--- src/rtl/shift_execute_stage.sv ---
`timescale 1ns/1ps
// Two-stage pipelined MIPS shift execute unit (SLL/SRL/SRA/SLLV/SRLV/SRAV).
// S1 captures the decoded op; S2 captures the shift result and drives the outputs.
module shift_execute_stage #(
  parameter int DATA_WIDTH     = 32,
  parameter int SHAMT_WIDTH    = 5,
  parameter int REG_ADDR_WIDTH = 5
) (
  input  logic                      clock,
  input  logic                      reset,
  input  logic                      flush,
  input  logic                      in_valid,
  output logic                      in_ready,
  input  logic [5:0]                funct,
  input  logic [SHAMT_WIDTH-1:0]    shamt,
  input  logic [DATA_WIDTH-1:0]     rs_val,
  input  logic [DATA_WIDTH-1:0]     rt_val,
  input  logic [REG_ADDR_WIDTH-1:0] dest,
  output logic                      out_valid,
  input  logic                      out_ready,
  output logic [DATA_WIDTH-1:0]     out_result,
  output logic [REG_ADDR_WIDTH-1:0] out_dest,
  output logic                      out_illegal
);

  typedef enum logic [1:0] {
    KIND_LL = 2'd0,
    KIND_LR = 2'd1,
    KIND_AR = 2'd2
  } kind_t;

  // S1 registers
  logic                      s1_valid_reg;
  kind_t                     s1_kind_reg;
  logic [SHAMT_WIDTH-1:0]    s1_amt_reg;
  logic [DATA_WIDTH-1:0]     s1_rt_reg;
  logic [REG_ADDR_WIDTH-1:0] s1_dest_reg;
  logic                      s1_illegal_reg;

  // S2 registers
  logic                      s2_valid_reg;
  logic [DATA_WIDTH-1:0]     s2_result_reg;
  logic [REG_ADDR_WIDTH-1:0] s2_dest_reg;
  logic                      s2_illegal_reg;

  // Decode results
  kind_t                     kind_next;
  logic [SHAMT_WIDTH-1:0]    amt_next;
  logic                      illegal_next;
  logic [DATA_WIDTH-1:0]     result_next;

  logic s2_adv;
  logic s1_adv;
  logic s1_load;
  logic s2_load;

  // Only the low bits of rs carry a shift amount; the rest is deliberately ignored.
  logic rs_upper_unused;
  assign rs_upper_unused = ^rs_val[DATA_WIDTH-1:SHAMT_WIDTH];

  assign s2_adv   = !s2_valid_reg || out_ready;
  assign s1_adv   = !s1_valid_reg || s2_adv;
  assign in_ready = s1_adv;
  assign s1_load  = in_valid && s1_adv;
  assign s2_load  = s1_valid_reg && s2_adv;

  // Decode funct into shift kind, amount source and illegal flag.
  always_comb begin
    kind_next    = KIND_LL;
    amt_next     = shamt;
    illegal_next = 1'b0;
    case (funct)
      6'b000000: kind_next = KIND_LL;
      6'b000010: kind_next = KIND_LR;
      6'b000011: kind_next = KIND_AR;
      6'b000100: begin kind_next = KIND_LL; amt_next = rs_val[SHAMT_WIDTH-1:0]; end
      6'b000110: begin kind_next = KIND_LR; amt_next = rs_val[SHAMT_WIDTH-1:0]; end
      6'b000111: begin kind_next = KIND_AR; amt_next = rs_val[SHAMT_WIDTH-1:0]; end
      default:   illegal_next = 1'b1;
    endcase
  end

  // Log-depth barrel shifters: stage gi shifts by 2**gi when amount bit gi is set.
  genvar gi;
  generate
    for (gi = 0; gi < SHAMT_WIDTH; gi++) begin : g_stage
      localparam int SH = 1 << gi;
      logic [DATA_WIDTH-1:0] ll_in, lr_in, ar_in;
      logic [DATA_WIDTH-1:0] ll_out, lr_out, ar_out;
      if (gi == 0) begin : g_first
        assign ll_in = s1_rt_reg;
        assign lr_in = s1_rt_reg;
        assign ar_in = s1_rt_reg;
      end else begin : g_chain
        assign ll_in = g_stage[gi-1].ll_out;
        assign lr_in = g_stage[gi-1].lr_out;
        assign ar_in = g_stage[gi-1].ar_out;
      end
      assign ll_out = s1_amt_reg[gi] ? {ll_in[DATA_WIDTH-SH-1:0], {SH{1'b0}}} : ll_in;
      assign lr_out = s1_amt_reg[gi] ? {{SH{1'b0}}, lr_in[DATA_WIDTH-1:SH]} : lr_in;
      assign ar_out = s1_amt_reg[gi] ? {{SH{s1_rt_reg[DATA_WIDTH-1]}}, ar_in[DATA_WIDTH-1:SH]} : ar_in;
    end
  endgenerate

  // Select the shifter matching the S1 op kind; illegal ops produce zero.
  always_comb begin
    result_next = '0;
    if (!s1_illegal_reg) begin
      case (s1_kind_reg)
        KIND_LL: result_next = g_stage[SHAMT_WIDTH-1].ll_out;
        KIND_LR: result_next = g_stage[SHAMT_WIDTH-1].lr_out;
        KIND_AR: result_next = g_stage[SHAMT_WIDTH-1].ar_out;
        default: result_next = '0;
      endcase
    end
  end

  // S1: capture decoded op on input handshake; flush squashes the valid bit.
  always_ff @(posedge clock or posedge reset) begin
    if (reset) begin
      s1_valid_reg   <= 1'b0;
      s1_kind_reg    <= KIND_LL;
      s1_amt_reg     <= '0;
      s1_rt_reg      <= '0;
      s1_dest_reg    <= '0;
      s1_illegal_reg <= 1'b0;
    end else begin
      if (flush)
        s1_valid_reg <= 1'b0;
      else if (s1_adv)
        s1_valid_reg <= in_valid;
      if (s1_load) begin
        s1_kind_reg    <= kind_next;
        s1_amt_reg     <= amt_next;
        s1_rt_reg      <= rt_val;
        s1_dest_reg    <= dest;
        s1_illegal_reg <= illegal_next;
      end
    end
  end

  // S2: capture shift result when S1 advances; holds while downstream stalls.
  always_ff @(posedge clock or posedge reset) begin
    if (reset) begin
      s2_valid_reg   <= 1'b0;
      s2_result_reg  <= '0;
      s2_dest_reg    <= '0;
      s2_illegal_reg <= 1'b0;
    end else begin
      if (flush)
        s2_valid_reg <= 1'b0;
      else if (s2_adv)
        s2_valid_reg <= s1_valid_reg;
      if (s2_load) begin
        s2_result_reg  <= result_next;
        s2_dest_reg    <= s1_dest_reg;
        s2_illegal_reg <= s1_illegal_reg;
      end
    end
  end

  assign out_valid   = s2_valid_reg;
  assign out_result  = s2_result_reg;
  assign out_dest    = s2_dest_reg;
  assign out_illegal = s2_illegal_reg;

endmodule

--- config.mk ---
export PLATFORM = sky130hd
export DESIGN_NAME = shift_execute_stage
export DESIGN_NICKNAME = d
export VERILOG_FILES = /design/src/rtl/shift_execute_stage.sv
export SDC_FILE = /design/constraint.sdc
export NUM_CORES = 1
export LEC_CHECK = 0
export BUFFER_PORTS_ARGS = -buffer_cell sky130_fd_sc_hd__buf_2
export CAP_MARGIN = 10
export CORE_MARGIN = 8
export CORE_UTILIZATION = 39
export CTS_CLUSTER_SIZE = 30
export DETAILED_ROUTE_END_ITERATION = 16
export MAX_ROUTING_LAYER = met4
export SYNTH_ARGS = -nofsm -noshare
export SYNTH_HDL_FRONTEND = slang
export SYNTH_SLANG_ARGS = --single-unit
--- constraint.sdc ---
create_clock -name clock -period 2.92 [get_ports clock]
set_input_delay 0.146 -clock clock [delete_from_list [all_inputs] [get_ports clock]]
set_output_delay 0.146 -clock clock [all_outputs]
set_load 0.02 [all_outputs]
# After elaboration in Yosys (flattened, before gate mapping)
# Cells that the tools add are included.
[totals]
register_bits = 85
latch_bits = 0
ramBits = 0
rom_bits = 0
input_bits = 85
output_inout_bits = 40
elab_cells = 55
n_memories = 0
[classes]
add_sub_neg = 0
mul = 0
div = 0
order_cmp = 0
eq_ne = 7
shifts = 0
muxes = 24
bitwise = 0
n_reduce_logical = 14
[op_table]
columns = ["op", "n"]
rows = [
  ["32-bit 2-to-1 mux", 11],
  ["31-bit 2-to-1 mux", 5],
  ["32-bit one-hot mux with 3 select lines", 1],
  ["6-bit by 3-bit equality test with 1-bit output (second input constant)", 3],
  ["6-bit by 2-bit equality test with 1-bit output (second input constant)", 2],
  ["6-bit zero test", 1],
  ["6-bit OR reduction", 1],
  ["1-bit 2-to-1 mux", 5],
  ["5-bit 2-to-1 mux", 1],
  ["2-bit one-hot mux with 2 select lines", 1],
  ["2-bit nonzero test", 2],
  ["2-bit OR reduction", 2],
  ["3-bit OR reduction", 1],
  ["2-bit by 1-bit equality test with 1-bit output (second input constant)", 1],
  ["2-bit equality test (second input constant)", 1],
  ["1-bit logical AND", 2],
  ["1-bit zero test", 2],
  ["2-bit zero test", 1],
  ["1-bit logical OR", 2],
]

# Depth between registers and ports, before layout
[logic_depth]
word_depth = 7
ltp_mapped = 10
depth_no_buf = 6

# Least setup slack after synthesis
# Ideal clock, no wire load.
[synth_timing]
path_kind = "register -> register"
start = "register s1_amt_reg[1]"
end = "register s2_result_reg[7], in the netlist out_result[7]"
setup_ps = 121
arrival_time_ps = 1996
required_ps = 2799
path_slack_ps = 803
stages_incl_launch_ff = 8
path_buffers = 2
synth_period_minus_slack_ps = 2117
path_cell_list = "dfrtp_1 -> buf_6 -> buf_6 -> mux4_2 -> mux2_2 -> a211oi_2 -> o22ai_1 -> a22o_1"
[synth_between]
elab_chain_len = 6
elab_cells_between_ends = 14
cone_classes = "14 x mux"
[synth_rtl]
columns = ["element", "line_no", "text"]
rows = [
  ["from (decl)", "35", "logic [SHAMT_WIDTH-1:0] s1_amt_reg;"],
  ["from (signal assigned)", "134", "s1_amt_reg <= amt_next;"],
  ["31-bit 2-to-1 mux (tied with other cells) (4 in series)", "101", "assign ar_out = s1_amt_reg[gi] ? {{SH{s1_rt_reg[DATA_WIDTH-1]}}, ar_in[DATA_WIDTH-1:SH]} : ar_in;"],
  ["32-bit one-hot mux with 3 select lines *", "109", "case (s1_kind_reg)"],
  ["32-bit 2-to-1 mux *", "108", "if (!s1_illegal_reg) begin"],
  ["to (signal assigned)", "155", "s2_result_reg <= result_next;"],
  ["to (decl)", "42", "logic [DATA_WIDTH-1:0] s2_result_reg;"],
]
# Every way passes the cells marked *; elsewhere a longest branch is shown, timed or not.
# A chain may end at the register's enable or synchronous reset.

# Final worst setup path
[layout_timing]
start = "register s1_amt_reg[1]"
end = "register s2_result_reg[25], in the netlist out_result[25]"
# The elaborated chain is that of the path after synthesis.

==> flow_summary.rst <==
.. list-table::
   :header-rows: 1

   * - Metric
     - Value
   * - Final hold viol count
     - 0
   * - Cell area after synthesis
     - a little under 8000 um^2
   * - RSZ-0062 raised after global routing
     - no
   * - Number of antenna diodes
     - 0
   * - Critical path peak fanout
     - 16
   * - Dominant synthesized flop cell
     - sky130_fd_sc_hd__dfrtp_1
   * - Die ar.
     - approximately 25000 um^2
   * - Critical Path Sink
     - out_result[25]
   * - Total number of cells along the worst setup path
     - 7
   * - Setup TNS after final layout
     - 0 ns
   * - Run status
     - complete, no violations
   * - Number of clock sinks
     - 85
   * - Syn. warnings
     - 0
   * - Initial core utilization
     - between 30% and 40%
   * - Count of final max-slew check failures
     - 0
   * - Worst Path Arrival
     - 2.83 ns
   * - Leakage power total
     - 3.90 nW
   * - Count of flip-flops with a built-in enable after synthesis
     - 0
   * - Setup CP Type
     - reg -> reg
   * - Hold bufs inserted after CTS
     - 5
   * - Clock buffer count from CTS
     - 9
   * - Portion of the post-synthesis area used by sequential elements
     - between 20% and 30%
   * - Fraction of layout instances using a drive strength above 1
     - between 30% and 40%
   * - Number of DRC violations after detailed-routing iteration 0
     - around 760
   * - Setup clock skew after layout
     - 0.0143 ns
   * - Max-slew headroom at the worst pin
     - between 50 and 60%
   * - Die height
     - 158 um
   * - Reg2reg path depth
     - 7
   * - Core utilization of the finished layout
     - a little under half
   * - Synthesized Nets
     - between 800 and 900
   * - Largest net degree at the start of global routing
     - 50
   * - Wire length of the first global-routing pass
     - approximately 43000 um
   * - Port buffer count
     - between 90 and 100
   * - Worst vdd ir
     - between 0.3 and 0.4 mV
   * - Antenna violations before repair
     - 0
   * - Gpl congestion
     - around 0.98
   * - Leading cell types in the layout, fill and taps excluded
     - 97 x sky130_fd_sc_hd__buf_2, 83 x sky130_fd_sc_hd__nand2_1, 81 x sky130_fd_sc_hd__dfrtp_1, 74 x sky130_fd_sc_hd__mux2_2, 67 x sky130_fd_sc_hd__mux2i_1
   * - Post-layout min period
     - between 2 and 3 ns
   * - Average detailed-routed wire length per instance
     - approximately 24 um
   * - Number of global-route vias before repair
     - between 7000 and 8000
   * - Number of buffers added for setup after CTS
     - 0
   * - Drt first pass iters
     - 6
   * - Worst reg2reg endpoint
     - out_result[25]
   * - NumNets Final
     - just under 1000
   * - Number of nets with antenna violations after detailed routing
     - 0
   * - Reg2Reg Setup Slack
     - between 0.3 and 0.4 ns
   * - Share of Yosys cell area claimed by the top area cell type
     - a little over a quarter
   * - Type of the tightest min-delay check
     - in -> reg
   * - Number of resized instances in the post-cts repair step
     - 0
   * - Clock Path Buffers
     - 2
   * - Leading cell type in the layout, fill and taps excluded
     - sky130_fd_sc_hd__buf_2
   * - Total via count in the routed design
     - around 7200
   * - Critical path origin
     - s1_amt_reg[1]
   * - Number of cell rows
     - 52
   * - IO Pins
     - about 130
   * - DR DRC count
     - 0
   * - Cell with the largest stage delay on the worst path
     - sky130_fd_sc_hd__dfrtp_4
   * - Cell types with the largest area share after synthesis
     - sky130_fd_sc_hd__dfrtp_1 27%, sky130_fd_sc_hd__mux4_2 17%, sky130_fd_sc_hd__mux2_2 11%
   * - Startpoint kind of the worst setup timing path
     - flop
   * - Root buffer cell
     - sky130_fd_sc_hd__clkbuf_16
   * - Avg Vias per Cell
     - ~6.2
   * - Buffers plus inverters on the worst setup path
     - 2
   * - Count of distinct cell types in the synthesized netlist
     - 62
   * - Grt ovf
     - 0
   * - Clock H-tree levels
     - 3
   * - Cells after Synth
     - roughly 800
   * - Total wirelength of the detailed-routed design
     - 28200 um
   * - CORE AREA
     - 20000 um^2
   * - Clk_lat worst skew
     - approximately 0.37 ns
   * - Clock slew at the register clock pins of the worst setup and hold paths
     - 0.08 ns
   * - Largest delay contributor family on the critical path
     - multiplexers
   * - Startpoint of the worst-slack reg-to-reg timing path
     - s1_amt_reg[1]
   * - Cell seen most often among critical-path stages
     - sky130_fd_sc_hd__buf_4
   * - Post-synthesis sequential element count
     - 85
   * - Portion of the clock cycle consumed by the worst path in the final layout
     - between 80 and 90%
   * - Area added between synthesis and finish
     - 17.4%
   * - Top cell type by total area after synthesis
     - sky130_fd_sc_hd__dfrtp_1
   * - F_max
     - a little under 400 MHz
   * - Number of max-capacitance violations reported
     - 0
   * - Global routing usage summed across all routing layers
     - between 20% and 30%
   * - Final setup vio count
     - 0
   * - Total half-perimeter wirelength after legalization and detailed placement
     - roughly 22000 um
   * - Critical-path cell list
     - buf_4 > buf_4 > mux4_2 > mux2i_1 > a22o_1 > o211ai_1 > a32o_1
   * - Slowest stage delay, CP
     - between 0.5 and 0.6 ns
   * - Slew of the pin with the lowest slew margin
     - a little under 0.7 ns
   * - Chip Width
     - between 150 and 200 um
   * - Proportion of register bits with asynchronous set or reset after synthesis
     - 100%
   * - Synthesized area per cell
     - around 10 um^2
   * - Required arrival time at the worst endpoint
     - roughly 3.2 ns
   * - TritonCTS clock tree
     - done
   * - Power per cell area
     - roughly 540 nW/um^2
   * - Sort of element at the end of the critical path
     - flop
[area by class of cell]
type / count / area, um^2
multi-input cells: 614 / 5260
repair buffers: 174 / 1190
clock inverters: 7 / 61.3
clock buffers: 9 / 225
flip-flops and latches: 85 / 2140
well taps: 270 / 338
fillers: 1955 / 10800
inverters: 7 / 27.5
[synthesized netlist by cell type (7+ instances only)]
cell,number
sky130_fd_sc_hd__o21ai_1,23
sky130_fd_sc_hd__nor2b_1,9
sky130_fd_sc_hd__nand2b_1,11
sky130_fd_sc_hd__o211ai_1,11
sky130_fd_sc_hd__nand3_1,17
sky130_fd_sc_hd__a211oi_1,14
sky130_fd_sc_hd__mux2i_1,67
sky130_fd_sc_hd__o22ai_1,7
sky130_fd_sc_hd__a21oi_1,35
sky130_fd_sc_hd__buf_4,15
sky130_fd_sc_hd__a21o_1,7
sky130_fd_sc_hd__a221oi_1,10
sky130_fd_sc_hd__nor2_1,46
sky130_fd_sc_hd__nand2_1,84
sky130_fd_sc_hd__buf_2,19
sky130_fd_sc_hd__mux2_2,74
sky130_fd_sc_hd__dfrtp_1,85
sky130_fd_sc_hd__clkbuf_1,53
sky130_fd_sc_hd__nor3_1,16
sky130_fd_sc_hd__o31ai_1,8
sky130_fd_sc_hd__mux4_2,60
sky130_fd_sc_hd__o21ai_0,32
[worst min-delay path by stage]
stage / startpoint / endpoint / slack (ns) / depth (start not counted)
2_1_floorplan: flush / out_valid / 0.21 / 1
3_3_place_gp: reset / out_result[26] / 0.26 / 2
3_5_place_dp: reset / out_result[26] / 0.27 / 2
4_1_cts: rt_val[29] / g_stage[0].ar_in[29] / 0.0009 / 2
5_1_grt: dest[0] / s1_dest_reg[0] / 0.002 / 2
6_report: rt_val[29] / g_stage[0].ar_in[29] / 0.008 / 2
[power by group]
part           leakage, nW  switching, mW  internal [mW]
Combinational         2.71           1.22           1.02
Sequential            1.05          0.243           1.33
Clock                0.135          0.557          0.595
Total                 3.90           2.02           2.94
[through the flow]
step	hold slack (ns)	total power [mW]	instance area [um^2]	setup WS (ns)	std cells
after floorplan	0.212	2.99	7870	0.581	801
after global placement	0.263	3.78	8890	0.385	1143
after detailed placement	0.265	3.78	8890	0.386	1143
after CTS	0.000858	4.96	9230	0.360	1164
after global routing	0.00222	5.19	9250	0.140	1166
final	0.00756	4.96	9250	0.344	1166
[per-layer routing]
metal	track usage, %	share of wire, %	vias up
li1	-	-	3241
met1	32.2	44	3562
met2	34.4	45	368
met3	4.12	7.9	56
met4	8.40	3.3	0
met5	-	0	-
[logic make-up after synthesis]
kind of cell / after synthesis / share of synthesized area [%]
and+or+nand+nor: 205 / 11.9
muxes: 209 / 37.9
buffers and inverters: 102 / 6.26
AOI/OAI and AO/OA: 199 / 16.8
xor gates and xnor gates: 1 / 0.111
DFF: 85 / 27.0
Power figures use the tool's default switching activity.
